==> src/rtl/cond_counter_pkg.sv <==
// Shared constants and elaboration helpers for the conditional-update counter bank.
package cond_counter_pkg;

  localparam int MODE_WRAP = 0;
  localparam int MODE_SAT  = 1;

  // Readback select width: a single channel still gets a 1-bit select port.
  function automatic int sel_width(input int n);
    return (n > 1) ? $clog2(n) : 1;
  endfunction

  function automatic int slice_lo(input int idx, input int w);
    return idx * w;
  endfunction

endpackage

==> src/rtl/cond_counter_chan.sv <==
// One counter channel: load/increment next-state logic with wrap or clamp,
// terminal-count pulse and sticky saturation flag.
module cond_counter_chan
  import cond_counter_pkg::*;
#(
  parameter int WIDTH    = 8,
  parameter int STEP     = 1,
  parameter int INIT     = 0,
  parameter int SATURATE = MODE_WRAP
) (
  input  logic             clk,
  input  logic             reset,
  input  logic             clear,
  input  logic             inc_en,
  input  logic             load_en,
  input  logic [WIDTH-1:0] load_val,
  output logic [WIDTH-1:0] count,
  output logic             tc_pulse,
  output logic             sat_flag
);

  localparam logic [WIDTH:0]   STEP_EXT = (WIDTH+1)'(STEP);
  localparam logic [WIDTH-1:0] INIT_VAL = WIDTH'(INIT);
  localparam logic [WIDTH-1:0] MAX_VAL  = {WIDTH{1'b1}};

  logic [WIDTH-1:0] count_r;
  logic [WIDTH-1:0] count_nxt_s;
  logic [WIDTH:0]   sum_s;
  logic             tc_r;
  logic             tc_nxt_s;
  logic             sat_r;
  logic             sat_nxt_s;

  // Next-state selection: clear > load > increment > hold.
  always_comb begin
    sum_s       = {1'b0, count_r} + STEP_EXT;
    count_nxt_s = count_r;
    tc_nxt_s    = 1'b0;
    sat_nxt_s   = sat_r;
    if (clear) begin
      count_nxt_s = INIT_VAL;
      sat_nxt_s   = 1'b0;
    end else if (load_en) begin
      count_nxt_s = load_val;
    end else if (inc_en) begin
      if (SATURATE == MODE_SAT) begin
        // The carry bit marks a sum beyond the representable maximum.
        if (sum_s[WIDTH]) begin
          count_nxt_s = MAX_VAL;
          sat_nxt_s   = 1'b1;
          tc_nxt_s    = (count_r != MAX_VAL);
        end else begin
          count_nxt_s = sum_s[WIDTH-1:0];
          tc_nxt_s    = (sum_s[WIDTH-1:0] == MAX_VAL);
        end
      end else begin
        count_nxt_s = sum_s[WIDTH-1:0];
        tc_nxt_s    = sum_s[WIDTH];
      end
    end else begin
      count_nxt_s = count_r;
    end
  end

  // State registers with synchronous reset to the init value.
  always_ff @(posedge clk) begin
    if (reset) begin
      count_r <= INIT_VAL;
      tc_r    <= 1'b0;
      sat_r   <= 1'b0;
    end else begin
      count_r <= count_nxt_s;
      tc_r    <= tc_nxt_s;
      sat_r   <= sat_nxt_s;
    end
  end

  assign count    = count_r;
  assign tc_pulse = tc_r;
  assign sat_flag = sat_r;

endmodule

==> src/rtl/cond_update_counter_bank.sv <==
// Bank of N_CH independent conditionally-updated counters with a registered,
// zero-extended readback of one selected channel.
module cond_update_counter_bank
  import cond_counter_pkg::*;
#(
  parameter int N_CH     = 4,
  parameter int WIDTH    = 8,
  parameter int STEP     = 1,
  parameter int INIT     = 0,
  parameter int SATURATE = MODE_WRAP,
  parameter int OUT_W    = 32
) (
  input  logic                         clk,
  input  logic                         reset,
  input  logic [N_CH-1:0]              inc_en,
  input  logic [N_CH-1:0]              load_en,
  input  logic [N_CH*WIDTH-1:0]        load_val,
  input  logic                         clear,
  input  logic [sel_width(N_CH)-1:0]   sel,
  output logic [OUT_W-1:0]             rd_data,
  output logic [N_CH*WIDTH-1:0]        cnt_flat,
  output logic [N_CH-1:0]              tc_pulse,
  output logic [N_CH-1:0]              sat_flag
);

  localparam int SEL_W = sel_width(N_CH);

  logic [WIDTH-1:0] cnt_arr_s [N_CH];
  logic [OUT_W-1:0] rd_nxt_s;
  logic [OUT_W-1:0] rd_data_r;

  for (genvar g = 0; g < N_CH; g++) begin : g_chan
    cond_counter_chan #(
      .WIDTH    (WIDTH),
      .STEP     (STEP),
      .INIT     (INIT),
      .SATURATE (SATURATE)
    ) u_chan (
      .clk      (clk),
      .reset    (reset),
      .clear    (clear),
      .inc_en   (inc_en[g]),
      .load_en  (load_en[g]),
      .load_val (load_val[slice_lo(g, WIDTH) +: WIDTH]),
      .count    (cnt_arr_s[g]),
      .tc_pulse (tc_pulse[g]),
      .sat_flag (sat_flag[g])
    );
    assign cnt_flat[slice_lo(g, WIDTH) +: WIDTH] = cnt_arr_s[g];
  end

  // Readback mux; an out-of-range select matches no channel and reads zero.
  always_comb begin
    rd_nxt_s = {OUT_W{1'b0}};
    for (int i = 0; i < N_CH; i++) begin
      rd_nxt_s = (sel == SEL_W'(i)) ? OUT_W'(cnt_arr_s[i]) : rd_nxt_s;
    end
  end

  // Readback register samples the current (pre-update) counts.
  always_ff @(posedge clk) begin
    if (reset) begin
      rd_data_r <= {OUT_W{1'b0}};
    end else begin
      rd_data_r <= rd_nxt_s;
    end
  end

  assign rd_data = rd_data_r;

endmodule

==> config.mk <==
export PLATFORM = sky130hd
export DESIGN_NAME = cond_update_counter_bank
export DESIGN_NICKNAME = d
export VERILOG_FILES = /design/src/rtl/cond_counter_pkg.sv /design/src/rtl/cond_counter_chan.sv /design/src/rtl/cond_update_counter_bank.sv
export SDC_FILE = /design/constraint.sdc
export NUM_CORES = 1
export LEC_CHECK = 0
export ABC_AREA = 1
export CORE_ASPECT_RATIO = 0.5
export CORE_UTILIZATION = 35
export DETAILED_ROUTE_END_ITERATION = 6
export PLACE_DENSITY = 0.68
export REMOVE_ABC_BUFFERS = 1
export SYNTH_ARGS = -nofsm -noshare
export SYNTH_HDL_FRONTEND = slang
export SYNTH_SLANG_ARGS = --single-unit
==> constraint.sdc <==
create_clock -name clk -period 1.6 [get_ports clk]
set_clock_uncertainty 0.15 [all_clocks]
set_input_delay 0.24 -clock clk [delete_from_list [all_inputs] [get_ports clk]]
set_output_delay 0.24 -clock clk [all_outputs]
set_load 0.1 [all_outputs]
Yosys cells after proc, flatten, opt, wreduce, memory -nomap -nowiden --
Cells that the tools add are included.
Storage, ports and cells: output and inout bits 72, input bits 45, logic and storage cells 44, flip-flop bits (word level) 68
Cells by class: equality and inequality tests 3, add/sub/neg operators 4, reductions and logical operators 11, multiplexer cells 12, bitwise logic cells 4
Operator list (count):
- 2-to-1 mux 8 bit | 12
- adder 8 x 1 -> 9 bit, second input constant | 4
- OR reduction 4 bit | 5
- nonzero test 2 bit | 4
- == test 2 bit, second input constant | 2
- NOT 1 bit | 4
- == test 2 x 1 -> 1 bit, second input constant | 1
- logical NOT 2 bit | 1
- OR reduction 2 bit | 1

Longest topological paths before layout --
word-level depth 5, mapped depth 8, mapped depth without buffers 7

By module --
Synthesis repeated with hierarchy kept, for this count alone.
Second synthesis, totals: cell total of the unflattened synthesis 420, area, all modules 2907.8 µm²
Modules (own cells, without submodules):
- cond_counter_chan | area each 563.0 µm², cells an instance 79, seq. area each 180.2 µm², instances 4
- cond_update_counter_bank | area each 655.6 µm², cells an instance 104, seq. area each 160.2 µm², instances 1

Worst setup path before layout --
OpenSTA, ideal clock, no wires.
path kind reg-to-reg, start reg g_chan[2].u_chan.count_r[1], end reg g_chan[2].u_chan.count_r[6], buffers on the path 0, setup time 0.125 ns, path slack -0.523 ns, stages on the path, launching flop included 7, arrival 1.848 ns, data required time 1.325 ns, period minus slack after synthesis 2.123 ns, path through dfxtp_1 -> ha_1 -> nand2_1 -> nor2_1 -> nand4_1 -> nand2_1 -> a21oi_1
On the way: word-level cells in the longest chain between the ends 3
RTL lines:
- start: declaration | line cond_counter_chan.sv:26 | logic [WIDTH-1:0] count_r;
- start signal: assignment | line cond_counter_chan.sv:72 | count_r <= count_nxt_s;
- adder 8 x 1 -> 9 bit | line cond_counter_chan.sv:36 | sum_s = {1'b0, count_r} + STEP_EXT;
- 2-to-1 mux 8 bit | line cond_counter_chan.sv:45 | end else if (inc_en) begin
- 2-to-1 mux 8 bit | line cond_counter_chan.sv:43 | end else if (load_en) begin
No other way between the ends. The select of a mux whose other input is x is not followed. A chain may end at the register's enable or synchronous reset.

Worst setup path in the final report --
start reg g_chan[0].u_chan.count_r[1], end reg g_chan[0].u_chan.count_r[6]
On the way: word-level cells in the longest chain between the ends 3
RTL lines (line):
- start: declaration | cond_counter_chan.sv:26
- start signal: assignment | cond_counter_chan.sv:72
- adder 8 x 1 -> 9 bit | cond_counter_chan.sv:36
- 2-to-1 mux 8 bit | cond_counter_chan.sv:45
- 2-to-1 mux 8 bit | cond_counter_chan.sv:43
No other way between the ends. The select of a mux whose other input is x is not followed.

==> flow_summary.yaml <==
floorplanning:
  core_um2: 7400
  die_height_um: 64.3
  fp.dieW_um: 127
  io_pins: 117
  die_area_um2: 8130
  row_count: 22
  initial_core_util: 0.367
critical_path:
  timing.rr.start: "g_chan[0].u_chan.count[1]$_SDFFE_PP0P_"
  reg2regPathDepth: 7
  cp.arrival_ns: 1.53
  worst-setup-path-type: "flip-flop to flip-flop"
  cp-startpoint: "g_chan[0].u_chan.count[1]$_SDFFE_PP0P_"
  critPathMaxFanout: 5
  critPathCapture: "g_chan[0].u_chan.count[6]$_SDFFE_PP0P_"
  required_ns: 1.67
  start_kind: "flip-flop"
  cp-end-kind: "flip-flop"
  r2r_end: "g_chan[0].u_chan.count[6]$_SDFFE_PP0P_"
  ff2ff_setup_slack_ns: 0.14
global_routing:
  grt_pass1_vias: 2679
  grt_max_degree: 23
  overflow: 0
  grt_pass1_wl_um: 13100
  grt_usage: 0.207
  antenna_found_initial: 0
placed_design:
  dp.final_hpwl_um: 6330
  io_buffers: 88
  routabilityCongestion: 0.898
yosys:
  yosysTopAreaCellShare: 0.325
  synth_warnings: 0
  netlist.top_cell.by_area: "dfxtp_1"
  ys_seq_area_frac: 0.325
  synth_edf_count: 0
  synth_area_leaders: "dfxtp_1 (32%), nand2_1 (11%), buf_4 (9.1%)"
  synth_seq_cells: 44
  ys_types: 27
  syn_area_um2: 2710
  async_flop_share: 0
  syn_area_per_cell_um2: 6.70
  synthFlopType: "dfxtp_1"
  synthesis.instances: 405
cells_and_area:
  final_common_cell: "nand2_1"
  final_cell_mix: "nand2_1 (79), inv_1 (61), clkdlybuf4s50_1 (44), buf_12 (44), dfxtp_1 (43)"
  nNetsFinal: 559
  n_antenna_cell: 0
  syn2layout_area_growth_pct: 57.1
  drive_above_1_share: 0.169
clocking:
  cts_tree: "done"
  h-tree-depth: 2
  cts_setup_buffers: 0
  clk_pin_slew_ns: 0.06
  cts_buffer_depth: 2
  numCtsBuffers: 5
  root_buffer: "clkbuf_16"
  cts_sinks: 44
  clock_latency_ns: 0.29
worst_hold_path:
  hp-start: "g_chan[2].u_chan.count[6]$_SDFFE_PP0P_"
  hold_class: "flip-flop to flip-flop"
timing:
  setup_viol: 0
  hold_viol_final: 0
  period_share: 0.912
  tns_ns: 0
  rsz0062_at_grt: "no"
  max_freq_ghz: 0.685
  final-max-slew-violation-count: 0
  period_minus_slack_ns: 1.46
power:
  cellPowerDensity_nw_per_um2: 769
  peakVddDrop_uv: 440
  p_leak_uw: 0.00191
  finalPower_uw: 3280
drt:
  first_pass_iters: 5
  drtAntennaViolNets: 0
  viasPerCell: 4.86
  drt_iter0_drc: 188
  drc: 0
  num_vias: 2933
  wl_per_cell_um: 13.2
  wl_um: 8000
run_status:
  status: "complete, no violations"
run:
  drv_cap: 0
-- worst min-delay path by stage --
stage / cells past startpoint / to / slack [ns]
2_1_floorplan: 3 / rd_data[0]$_SDFF_PP0_ / 0.25
3_3_place_gp: 2 / g_chan[2].u_chan.tc_pulse$_SDFF_PP0_ / 0.41
3_5_place_dp: 2 / g_chan[2].u_chan.tc_pulse$_SDFF_PP0_ / 0.41
4_1_cts: 2 / g_chan[2].u_chan.tc_pulse$_SDFF_PP0_ / 0.42
5_1_grt: 3 / g_chan[2].u_chan.count[4]$_SDFFE_PP0P_ / 0.44
6_report: 2 / g_chan[2].u_chan.tc_pulse$_SDFF_PP0_ / 0.41
-- metrics by stage --
stage               std cells   util  hold WS, ns  setup slack (ns)  instance area [µm²]
floorplan                 389      -        0.246            -0.523                 2500
global placement          599  0.558        0.411           -0.0220                 4130
detailed placement        599  0.558        0.406           -0.0817                 4130
CTS                       604  0.575        0.416             0.107                 4260
global route              604  0.576        0.443            0.0270                 4260
finish                    604  0.576        0.415             0.141                 4260
-- Yosys cell counts (all sizes together) (2+ instances only) --
cell type	instances
a21oi	37
a22oi	18
buf	42
clkinv	2
dfxtp	44
ha	4
inv	61
nand2	79
nand3	40
nor2	26
nor3	3
o21ai	33
o22ai	6
xor2	4
-- critical path, stage by stage, from the launching register on --
cell and delay (ns):
dfxtp_1 0.49, ha_1 0.24, nand2_1 0.07, inv_1 0.09
nand2_1 0.09, nand2_1 0.06, nand3_1 0.07, a21oi_1 0.13
-- logic make-up after synthesis --
family,share of synthesized area
AOI/OAI and AO/OA,0.207
DFF,0.325
other,0.00138
and+or+nand+nor,0.229
buffers and inverters,0.207
xor gates and xnor gates,0.0129
adders and majority gates,0.0184
-- what timing repair did --
action / CTS / global route
endpoints found under the setup margin: 0 / 3
resized for setup: 0 / 3
hold buffers: 0 / 0
-- sequential cells by signal (all words and copies together) (netlist names) --
register and count:
g_chan.u_chan.count 32, rd_data 8, g_chan.u_chan.tc_pulse 4
-- cell type report --
type	instances	area, µm²
Fill cell	667	3140
Timing Repair Buffer	114	1520
Multi-Input combinational cell	282	1380
Sequential cell	44	882
Inverter	63	241
Clock buffer	5	125
Tap cell	96	120
-- per-layer routing --
layer	global-route usage	part of all wire	up-vias	wire, µm
li1	-	-	1472	-
met1	0.279	0.48	1341	3820
met2	0.329	0.45	110	3610
met3	0.0427	0.058	10	466
met4	0.0693	0.013	0	101
met5	0	0	-	0
-- power by group --
| group | internal [µW] | switching [µW] | total (µW) |
|---|---|---|---|
| combinational | 348 | 784 | 1130 |
| clock | 552 | 401 | 953 |
| sequential | 1140 | 59.1 | 1200 |
| total | 2040 | 1240 | 3280 |
Power figures use the tool's default switching activity.
